$ cat src/rtl/coherence_bus_ctrl_pkg.sv
// Shared types for the two-core coherence bus: RAM handshake state, FSM encodings, request kinds.
package cpu_types_pkg;
    typedef enum logic [1:0] {
        FREE   = 2'd0,
        BUSY   = 2'd1,
        ACCESS = 2'd2,
        ERROR  = 2'd3
    } ramstate_t;
endpackage

package coherence_bus_ctrl_pkg;
    localparam int NCORES            = 2;
    localparam int WORD_W            = 32;
    localparam int SNOOP_LAT_DEFAULT = 1;

    typedef logic core_id_t;

    typedef logic [2:0] bus_state_t;
    localparam bus_state_t IDLE   = 3'd0;
    localparam bus_state_t RAMW   = 3'd1;
    localparam bus_state_t RAMR_I = 3'd2;
    localparam bus_state_t SNP    = 3'd3;
    localparam bus_state_t C2C0   = 3'd4;
    localparam bus_state_t C2C1   = 3'd5;
    localparam bus_state_t LD0    = 3'd6;
    localparam bus_state_t LD1    = 3'd7;

    typedef enum logic [2:0] {
        REQ_WB,
        REQ_RD,
        REQ_RDX,
        REQ_INV,
        REQ_IF
    } req_kind_t;

    // dcache traffic always outranks the icache of the same core
    function automatic req_kind_t decode_kind(input logic wen, input logic ren, input logic trans);
        if (wen)
            return REQ_WB;
        else if (ren && trans)
            return REQ_RDX;
        else if (ren)
            return REQ_RD;
        else if (trans)
            return REQ_INV;
        else
            return REQ_IF;
    endfunction
endpackage

$ cat src/rtl/coherence_bus_ctrl_if.sv
// Cache/RAM side signal bundle of the coherence bus; slave = controller view, master = caches + RAM.
interface coherence_bus_ctrl_if;
    import coherence_bus_ctrl_pkg::*;
    import cpu_types_pkg::*;

    logic [NCORES-1:0]             iREN;
    logic [NCORES-1:0][WORD_W-1:0] iaddr;
    logic [NCORES-1:0]             iwait;
    logic [WORD_W-1:0]             iload;
    logic [NCORES-1:0]             dREN;
    logic [NCORES-1:0]             dWEN;
    logic [NCORES-1:0][WORD_W-1:0] daddr;
    logic [NCORES-1:0][WORD_W-1:0] dstore;
    logic [NCORES-1:0]             cctrans;
    logic [NCORES-1:0]             ccwrite;
    logic [NCORES-1:0]             dwait;
    logic [WORD_W-1:0]             dload;
    logic [NCORES-1:0]             ccwait;
    logic [NCORES-1:0]             ccinv;
    logic [NCORES-1:0][WORD_W-1:0] ccsnoopaddr;
    logic                          ramREN;
    logic                          ramWEN;
    logic [WORD_W-1:0]             ramaddr;
    logic [WORD_W-1:0]             ramstore;
    logic [WORD_W-1:0]             ramload;
    ramstate_t                     ramstate;

    modport slave (
        input  iREN, iaddr, dREN, dWEN, daddr, dstore, cctrans, ccwrite, ramload, ramstate,
        output iwait, iload, dwait, dload, ccwait, ccinv, ccsnoopaddr,
               ramREN, ramWEN, ramaddr, ramstore
    );

    modport master (
        output iREN, iaddr, dREN, dWEN, daddr, dstore, cctrans, ccwrite, ramload, ramstate,
        input  iwait, iload, dwait, dload, ccwait, ccinv, ccsnoopaddr,
               ramREN, ramWEN, ramaddr, ramstore
    );
endinterface

$ cat src/rtl/coherence_bus_ctrl_rr_arbiter.sv
// Two-core round-robin grant with per-core request decode; combinational grant, registered rr_ptr.
// Grant is only consumed when en is high; rr_ptr records the last core granted.
module bus_rr_arbiter
    import coherence_bus_ctrl_pkg::*;
(
    input  logic              CLK,
    input  logic              RST,
    input  logic              en,
    input  logic [NCORES-1:0] iREN,
    input  logic [NCORES-1:0] dREN,
    input  logic [NCORES-1:0] dWEN,
    input  logic [NCORES-1:0] cctrans,
    output logic              gnt_vld,
    output core_id_t          gnt_core,
    output req_kind_t         gnt_kind
);
    core_id_t          rr_ptr;
    logic [NCORES-1:0] req;
    req_kind_t         kind [NCORES];

    always_comb begin
        for (int c = 0; c < NCORES; c++) begin
            req[c]  = dREN[c] | dWEN[c] | cctrans[c] | iREN[c];
            kind[c] = decode_kind(dWEN[c], dREN[c], cctrans[c]);
        end
        gnt_vld = |req;
        // on a tie the core that was not served last goes first
        if (req[0] && req[1])
            gnt_core = !rr_ptr;
        else
            gnt_core = req[1];
        gnt_kind = kind[gnt_core];
    end

    always_ff @(posedge CLK) begin
        if (RST)
            rr_ptr <= 1'b0;
        else if (en && gnt_vld)
            rr_ptr <= gnt_core;
    end
endmodule

$ cat src/rtl/coherence_bus_ctrl.sv
// Two-core MSI bus controller: arbitrates one RAM port, snoops the other dcache, cache-to-cache dirty transfer.
// Clean RD miss = grant + SNOOP_LAT + 2 cycles; RAM BUSY/ERROR stalls with no handshake; dropped requests abort.
module coherence_bus_ctrl
    import coherence_bus_ctrl_pkg::*;
    import cpu_types_pkg::*;
#(
    parameter int SNOOP_LAT = SNOOP_LAT_DEFAULT
) (
    input logic                CLK,
    input logic                RST,
    coherence_bus_ctrl_if.slave bus
);
    bus_state_t state, state_n;
    core_id_t   r, r_n, o;
    req_kind_t  kind, kind_n;
    logic [7:0] snp_cnt, snp_cnt_n;
    logic       req_act;
    logic       access;
    logic       gnt_vld;
    core_id_t   gnt_core;
    req_kind_t  gnt_kind;

    bus_rr_arbiter u_arb (
        .CLK      (CLK),
        .RST      (RST),
        .en       (state == IDLE),
        .iREN     (bus.iREN),
        .dREN     (bus.dREN),
        .dWEN     (bus.dWEN),
        .cctrans  (bus.cctrans),
        .gnt_vld  (gnt_vld),
        .gnt_core (gnt_core),
        .gnt_kind (gnt_kind)
    );

    assign o      = !r;
    assign access = (bus.ramstate == ACCESS);

    always_comb begin
        req_act = 1'b0;
        case (kind)
            REQ_WB:          req_act = bus.dWEN[r];
            REQ_RD, REQ_RDX: req_act = bus.dREN[r];
            REQ_INV:         req_act = bus.cctrans[r];
            default:         req_act = bus.iREN[r];
        endcase
    end

    always_comb begin
        state_n          = state;
        r_n              = r;
        kind_n           = kind;
        snp_cnt_n        = snp_cnt;
        bus.dwait        = '1;
        bus.iwait        = '1;
        bus.ccwait       = '0;
        bus.ccinv        = '0;
        bus.ccsnoopaddr  = '0;
        bus.ramREN       = 1'b0;
        bus.ramWEN       = 1'b0;
        bus.ramaddr      = '0;
        bus.ramstore     = '0;
        bus.dload        = '0;
        bus.iload        = '0;

        case (state)
            IDLE: begin
                if (gnt_vld) begin
                    r_n       = gnt_core;
                    kind_n    = gnt_kind;
                    snp_cnt_n = '0;
                    case (gnt_kind)
                        REQ_WB:  state_n = RAMW;
                        REQ_IF:  state_n = RAMR_I;
                        default: state_n = SNP;
                    endcase
                end
            end
            RAMW: begin
                // a block writeback holds dWEN across both words; dropping it ends the burst
                if (!req_act) begin
                    state_n = IDLE;
                end else begin
                    bus.ramWEN   = 1'b1;
                    bus.ramaddr  = bus.daddr[r];
                    bus.ramstore = bus.dstore[r];
                    if (access)
                        bus.dwait[r] = 1'b0;
                end
            end
            RAMR_I: begin
                if (!req_act) begin
                    state_n = IDLE;
                end else begin
                    bus.ramREN  = 1'b1;
                    bus.ramaddr = bus.iaddr[r];
                    if (access) begin
                        bus.iload    = bus.ramload;
                        bus.iwait[r] = 1'b0;
                        state_n      = IDLE;
                    end
                end
            end
            SNP: begin
                if (!req_act) begin
                    state_n = IDLE;
                end else begin
                    bus.ccwait[o]      = 1'b1;
                    bus.ccinv[o]       = (kind != REQ_RD);
                    bus.ccsnoopaddr[o] = bus.daddr[r];
                    snp_cnt_n          = snp_cnt + 8'd1;
                    if (kind == REQ_INV) begin
                        if (snp_cnt == 8'(SNOOP_LAT)) begin
                            bus.dwait[r] = 1'b0;
                            state_n      = IDLE;
                        end
                    end else if (snp_cnt == 8'(SNOOP_LAT - 1)) begin
                        state_n = bus.ccwrite[o] ? C2C0 : LD0;
                    end
                end
            end
            C2C0, C2C1: begin
                // once the first word has moved, the supplier still needs its second handshake
                if (state == C2C0 && !req_act) begin
                    state_n = IDLE;
                end else begin
                    bus.ccwait[o]      = 1'b1;
                    bus.ccinv[o]       = (kind == REQ_RDX);
                    bus.ccsnoopaddr[o] = bus.daddr[r];
                    bus.dload          = bus.dstore[o];
                    bus.ramWEN         = 1'b1;
                    bus.ramaddr        = bus.daddr[r];
                    bus.ramstore       = bus.dstore[o];
                    if (access) begin
                        bus.dwait[o] = 1'b0;
                        if (req_act)
                            bus.dwait[r] = 1'b0;
                        state_n = (state == C2C0) ? C2C1 : IDLE;
                    end
                end
            end
            LD0, LD1: begin
                if (!req_act) begin
                    state_n = IDLE;
                end else begin
                    bus.ramREN  = 1'b1;
                    bus.ramaddr = bus.daddr[r];
                    if (access) begin
                        bus.dload    = bus.ramload;
                        bus.dwait[r] = 1'b0;
                        state_n      = (state == LD0) ? LD1 : IDLE;
                    end
                end
            end
            default: state_n = IDLE;
        endcase
    end

    always_ff @(posedge CLK) begin
        if (RST) begin
            state   <= IDLE;
            r       <= 1'b0;
            kind    <= REQ_RD;
            snp_cnt <= '0;
        end else begin
            state   <= state_n;
            r       <= r_n;
            kind    <= kind_n;
            snp_cnt <= snp_cnt_n;
        end
    end
endmodule

$ cat src/flat_wrapper.sv
// flat-port wrapper written by rule: the top's interface ports become plain ports
module coherence_bus_ctrl_flat import coherence_bus_ctrl_pkg::*; import cpu_types_pkg::*;
#(
    parameter int SNOOP_LAT = SNOOP_LAT_DEFAULT
)
  (CLK, RST, bus_iREN, bus_iaddr, bus_dREN, bus_dWEN, bus_daddr, bus_dstore, bus_cctrans, bus_ccwrite, bus_ramload, bus_ramstate, bus_iwait, bus_iload, bus_dwait, bus_dload, bus_ccwait, bus_ccinv, bus_ccsnoopaddr, bus_ramREN, bus_ramWEN, bus_ramaddr, bus_ramstore);
  coherence_bus_ctrl_if bus_i ();
  input logic CLK;
  input logic RST;
  input wire logic [$bits(bus_i.iREN)-1:0] bus_iREN;
  input wire logic [$bits(bus_i.iaddr)-1:0] bus_iaddr;
  input wire logic [$bits(bus_i.dREN)-1:0] bus_dREN;
  input wire logic [$bits(bus_i.dWEN)-1:0] bus_dWEN;
  input wire logic [$bits(bus_i.daddr)-1:0] bus_daddr;
  input wire logic [$bits(bus_i.dstore)-1:0] bus_dstore;
  input wire logic [$bits(bus_i.cctrans)-1:0] bus_cctrans;
  input wire logic [$bits(bus_i.ccwrite)-1:0] bus_ccwrite;
  input wire logic [$bits(bus_i.ramload)-1:0] bus_ramload;
  input wire logic [$bits(bus_i.ramstate)-1:0] bus_ramstate;
  output wire logic [$bits(bus_i.iwait)-1:0] bus_iwait;
  output wire logic [$bits(bus_i.iload)-1:0] bus_iload;
  output wire logic [$bits(bus_i.dwait)-1:0] bus_dwait;
  output wire logic [$bits(bus_i.dload)-1:0] bus_dload;
  output wire logic [$bits(bus_i.ccwait)-1:0] bus_ccwait;
  output wire logic [$bits(bus_i.ccinv)-1:0] bus_ccinv;
  output wire logic [$bits(bus_i.ccsnoopaddr)-1:0] bus_ccsnoopaddr;
  output wire logic [$bits(bus_i.ramREN)-1:0] bus_ramREN;
  output wire logic [$bits(bus_i.ramWEN)-1:0] bus_ramWEN;
  output wire logic [$bits(bus_i.ramaddr)-1:0] bus_ramaddr;
  output wire logic [$bits(bus_i.ramstore)-1:0] bus_ramstore;
  assign bus_i.iREN = bus_iREN;
  assign bus_i.iaddr = bus_iaddr;
  assign bus_i.dREN = bus_dREN;
  assign bus_i.dWEN = bus_dWEN;
  assign bus_i.daddr = bus_daddr;
  assign bus_i.dstore = bus_dstore;
  assign bus_i.cctrans = bus_cctrans;
  assign bus_i.ccwrite = bus_ccwrite;
  assign bus_i.ramload = bus_ramload;
  assign bus_i.ramstate = bus_ramstate;
  assign bus_iwait = bus_i.iwait;
  assign bus_iload = bus_i.iload;
  assign bus_dwait = bus_i.dwait;
  assign bus_dload = bus_i.dload;
  assign bus_ccwait = bus_i.ccwait;
  assign bus_ccinv = bus_i.ccinv;
  assign bus_ccsnoopaddr = bus_i.ccsnoopaddr;
  assign bus_ramREN = bus_i.ramREN;
  assign bus_ramWEN = bus_i.ramWEN;
  assign bus_ramaddr = bus_i.ramaddr;
  assign bus_ramstore = bus_i.ramstore;
  coherence_bus_ctrl #(.SNOOP_LAT(SNOOP_LAT)) u_core (.CLK(CLK), .RST(RST), .bus(bus_i));
endmodule
$ cat config.mk
export PLATFORM = sky130hd
export DESIGN_NAME = coherence_bus_ctrl_flat
export DESIGN_NICKNAME = d
export VERILOG_FILES = /design/src/rtl/coherence_bus_ctrl_pkg.sv /design/src/rtl/coherence_bus_ctrl_if.sv /design/src/rtl/coherence_bus_ctrl_rr_arbiter.sv /design/src/rtl/coherence_bus_ctrl.sv /design/src/flat_wrapper.sv
export SDC_FILE = /design/constraint.sdc
export NUM_CORES = 1
export LEC_CHECK = 0
export ABC_CLOCK_PERIOD_IN_PS = 2800
export CORE_AREA = 5 5 170 172
export DETAILED_ROUTE_END_ITERATION = 7
export DIE_AREA = 0 0 175 177
export SYNTH_ARGS = -nofsm -noshare
export SYNTH_HDL_FRONTEND = slang
export SYNTH_SLANG_ARGS = --single-unit
$ cat constraint.sdc
create_clock -name CLK -period 2.8 [get_ports CLK]
set_input_delay 0.42 -clock CLK [delete_from_list [all_inputs] [get_ports CLK]]
set_output_delay 0.42 -clock CLK [all_outputs]
set_load 0.01 [all_outputs]
Yosys cells after proc, flatten, opt, wreduce, memory -nomap -nowiden
Cells that the tools add are included.
- equality and inequality tests: 22
- add/sub/neg operators: 1
- bitwise logic cells: 13
- muxes and demuxes: 91
- $lt $le $gt $ge: 5
- reductions and logical operators: 24
- operators by type and width (kind ; number):
    2-to-1 mux 32 bit ; 17
    2-to-1 mux 64 bit ; 2
    one-hot mux 32 bit (2 select lines) ; 2
    one-hot mux 64 bit (2 select lines) ; 1
    one-hot mux 32 bit (3 select lines) ; 1
    2-to-1 mux 3 bit ; 25
    AND 64 bit ; 1
    demux 32 bit (select 1 bit) ; 1
    2-to-1 mux 2 bit ; 14
    one-hot mux 3 bit (6 select lines) ; 1
    2-to-1 mux 1 bit ; 16
    2-to-1 mux 8 bit ; 2
    one-hot mux 8 bit (2 select lines) ; 1
    == test 3 bit (second input constant) ; 5
    == test 3 x 2 -> 1 bit (second input constant) ; 4
    one-hot mux 2 bit (2 select lines) ; 3
    zero test 3 bit ; 3
    adder 8 x 1 -> 8 bit (second input constant) ; 1
    == test 8 x 1 -> 1 bit (second input constant) ; 1
    zero test 8 bit ; 1
    != test 4 bit (second input constant) ; 2
    OR reduction 2 bit ; 4
    logical AND 1 bit ; 7
    AND reduction 7 bit ; 1
    22 further kinds ; 40
- input port bits: 238
- output and inout bits: 202
- logic and storage cells: 161
- register bits: 16

Longest topological paths before layout
- depth in word-level cells: 13
- gate-level depth with buffers: 8
- depth with buffers taken out: 7

Modules after synthesis
Synthesis repeated with hierarchy kept, for this count alone.
- cells, all modules: 575
- area, all modules: 3888.7 µm²
- modules (own cells, without submodules) (module ; area an instance (µm²) ; cells an instance ; sequential area each (µm²) ; instances):
    coherence_bus_ctrl ; 3634.7 ; 545 ; 300.3 ; 1
    bus_rr_arbiter ; 254.0 ; 30 ; 20.0 ; 1

Worst setup path after synthesis
No wires, ideal clock.
- path type: reg2out
- start: reg u_core.r
- end: out bus_ccinv[0]
- setup slack: 337 ps
- data required time: 2380 ps
- arrival: 2043 ps
- buffers on the path: 1
- cell stages (with the launch flop): 7
- cell sequence: dfxtp_1 > buf_6 > mux2i_1 > o22a_1 > a221oi_1 > o21ai_1 > a2111oi_0
- cells in the longest elaborated chain, start to end: 8
- RTL lines (element ; RTL line ; RTL):
    start: declaration ; coherence_bus_ctrl.sv:14 ; core_id_t r, r_n, o;
    start signal: assignment ; coherence_bus_ctrl.sv:167 ; r <= r_n;
    zero test 1 bit ; coherence_bus_ctrl.sv:36 ; assign o = !r;
    < comparator 1 x 2 -> 1 bit (implied by the code) / greater-or-equal comparator 1 bit (equally long branches) ; coherence_bus_ctrl.sv:109, coherence_bus_ctrl.sv:128 ;
    logical AND 1 bit (implied by the code) ; coherence_bus_ctrl.sv:109, coherence_bus_ctrl.sv:128 ;
    2-to-1 mux 1 bit (implied by the code) ; coherence_bus_ctrl.sv:109, coherence_bus_ctrl.sv:128 ;
    demux 1 bit (select 1 bit) ; - ;
    AND 2 bit (no line) ; - ;
    2-to-1 mux 2 bit (on tied branches) ; coherence_bus_ctrl.sv:124, coherence_bus_ctrl.sv:105 ;
    one-hot mux 2 bit (2 select lines) * ; coherence_bus_ctrl.sv:66 ; case (state)
    end: declaration ; flat_wrapper.sv:25 ; output wire logic [$bits(bus_i.ccinv)-1:0] bus_ccinv;
Every way passes the cells marked *; elsewhere a longest branch is shown, timed or not. The select of a mux whose other input is x is not followed.

Worst setup path in the final report
- start: reg u_core.r
- end: out bus_ramaddr[12]
- cells in the longest elaborated chain, start to end: 7
- RTL lines (element ; RTL line ; RTL):
    2-to-1 mux 1 bit (on tied branches) (2 in series) ; - ;
    one-hot mux 1 bit (3 select lines) ; coherence_bus_ctrl.sv:41 ; case (kind)
    zero test 1 bit ; - ;
    logical AND 1 bit ; coherence_bus_ctrl.sv:124 ; if (state == C2C0 && !req_act) begin
    2-to-1 mux 32 bit ; coherence_bus_ctrl.sv:124 ;
    one-hot mux 32 bit (3 select lines) * ; coherence_bus_ctrl.sv:66 ;
    end: declaration ; flat_wrapper.sv:29 ; output wire logic [$bits(bus_i.ramaddr)-1:0] bus_ramaddr;
Marked as above.

==> impl_results.md <==
* Die Width at 175 um
* Final worst setup slack at -0.1042 ns
* Crit path max fanout at 7
* Drt total wl at 34.56 mm
* Vias/cell at 4.964
* Worst-Margin Slew at 0.6631 ns
* Cell Pwr Density at 566.2 nW/um2
* Post-Syn Instances at 705
* Yosys warning count at 0
* Synth area leader: a221o_1
* Failing checks: negative setup slack
* RSZ-0062 raised after global routing: yes
* CTS Buffer Depth at 2
* First-pass GRT wire length at 47.17 mm
* Total CTS buffers at 3
* DP Wirelength at 25.53 mm
* Synth area leaders: a221o_1 14%, nand2_1 9.4%, mux2i_1 9.4%
* Post-Syn Nets at 950
* Via count at 7814
* Placed instance area at 9928 um2
* CTS clk-pin slew, worst paths at 0.05 ns
* Type of the worst setup path: reg2out
* # rows at 61
* Root buffer cell: clkbuf_16
* WP data required at 2.38 ns
* Fin area at 10720 um2
* Run status: complete, but fails checks
* Max Clk Rate at 344.3 MHz
* HP Class: reg2reg
* Ys async rst share at 0%
* TritonCTS clock tree: yes
* Total grt overflow at 0
* Io pins at 440
* Cell area after synthesis at 4569 um2
* Iteration-0 DRC count of the detailed router at 433
* Clock Skews at 0.002753 ns
* DR pass1 iterations at 5
* Startpoint types: flip-flop
* Syn Area/Cell at 6.481 um2
* Main synth FF type: dfxtp_1
* Ant diodes at 0
* Layout Cells excl Fill at 1574
* DRC at 0
* Average wire per standard cell at 21.96 um
* Clock sink count at 15
* Initial antenna violation count at 0
* CP Capture Type: output port
* Antenna Violating Nets Remaining at 0
* Lkg Pwr at 0.004780 uW
* Fin. Hold Viols at 0
* IO buf count at 439
* GPL Wtd Cong at 0.9370
* Post-synthesis sequential area ratio at 6.572%
* Post-route minimum period at 2.904 ns
* # hold bufs at CTS at 0
* CP arrival at 2.48 ns
* Initial core utilization at 16.72%
* Vias in the first global route at 7837
* Number of placed cells counting well taps at 1518
* Core area at 27320 um2
* Layout area overhead at 134.5%
* Synth Register Bits at 15
* Max_cap viols at 0
* CTS H-tree lvls at 1
* Post-place setup slack at -1.130 ns
* Share of cells above drive strength 1 at 32.08%
* Netlist cell types at 60
* NumNets Final at 1474
* Pwr Total at 6067 uW
* Max-slew violations at 0
* Total GRT Usage at 19.50%
* Share of the synthesized area in the top cell type at 14.24%
* Die height at 177 um
* Largest net degree at the start of global routing at 99
* Tcrit/Tclk final at 103.7%
* Post-synth EDFFs at 0
* Die area at 30980 um2
* Worst-skew pair later-pin latency at 0.25 ns
* Peak VDD IR at 0.4751 mV
* Slew margin rel. at 55.69%
* Final number of setup-violating endpoints at 102
## path summary, 6_finish.rpt
path,from,endpoint,slack (ns),cells past startpoint
setup reg to reg,u_core.kind[2],u_core.state[1],0.84,5
setup / recovery,u_core.r,bus_ramaddr[12],-0.10,11
hold reg to reg,u_core.snp_cnt[7],u_core.snp_cnt[7],0.46,2
hold / removal,u_core.snp_cnt[7],u_core.snp_cnt[7],0.46,2
## layer usage
metal / up-vias / share of wire, % / global-route usage, %
met5: - / 0 / 0
met4: 0 / 4.2 / 7.725
met3: 77 / 8.9 / 4.999
met2: 478 / 49 / 34.74
met1: 3582 / 38 / 22.34
li1: 3677 / - / -
## cell type report
class | count | area, um2
fillers | 2830 | 16610
repair buffers | 586 | 5523
multi-input cells | 582 | 4219
well taps | 346 | 432.9
flip-flops and latches | 15 | 306.5
inverters | 41 | 155.1
clock buffers | 4 | 78.83
## flip-flops by register name (all words and copies together), names as in the netlist
signal,cells
u_core.r,1
u_core.snp_cnt,8
u_core.kind,3
u_core.state,3
## cell usage in the layout, fill, tap and decap left out, drive strengths merged, types with 34 or more instances in the layout
master and n:
buf 262, clkdlybuf4s50 230, nand2 115, nor2 80
a221o 65, dlygate4sd2 46, clkbuf 45, mux2i 43
a21oi 41, inv 40, nor3 37, a21boi 34
## synth_stat cells (all sizes together), types with 3 or more instances
cell type  instances
a2111oi            4
a211oi             5
a21boi            34
a21oi             41
a221o             65
and2               6
and3               5
buf               24
clkbuf            43
dfxtp             15
ha                 7
inv               40
mux2i             43
nand2            115
nand2b             3
nand3              5
nand4              4
nor2              80
nor2b              4
nor3              37
nor3b             33
nor4               4
o2111ai            3
o211ai             5
o21ai             12
o22ai             33
or3                8
## stage by stage
stage	TNS [ns]	hold WS, ns	utilization [%]
2_1_floorplan	0	0.4380	-
3_3_place_gp	-109.97	0.4522	36.34
3_5_place_dp	-116.37	0.4639	36.34
4_1_cts	-6.700	0.4701	37.93
5_1_grt	-17.37	0.5119	39.22
6_report	-5.198	0.4621	39.22
## worst max-delay path: stages (launching register included)
cell and delay, ns:
dfxtp_4 0.38, buf_6 0.13, mux2i_4 0.18, o22ai_4 0.17, o21ai_4 0.11, buf_4 0.14, buf_4 0.12, maj3_4 0.41
clkbuf_16 0.20, buf_4 0.14, o22ai_2 0.08, buf_2 0.16
## where the power goes
part / switching [uW] / total (uW) / internal, uW / leakage (uW)
Combinational: 2930 / 5450 / 2520 / 0.00462
Clock: 93.4 / 287 / 193 / 0.0000382
Sequential: 67.6 / 333 / 265 / 0.000123
Total: 3090 / 6070 / 2980 / 0.00478
## timing repair
action                     4_1_cts  5_1_grt
setup buffers                   25       13
resized for setup              593      249
gates cloned                    10       10
setup endpoints to repair      202      180
pin swaps                       47       19
## logic make-up (layout without fill, tap and decap cells)
group,count (synthesis),in the layout,synth area share [%]
simple gates,310,310,32.45
mux,45,45,9.912
fa+ha+maj,8,8,2.136
compound gates,218,218,37.38
buf+inv,108,631,11.36
xor+xnor,1,1,0.1917
flops,15,15,6.572
Power figures use the tool's default switching activity.
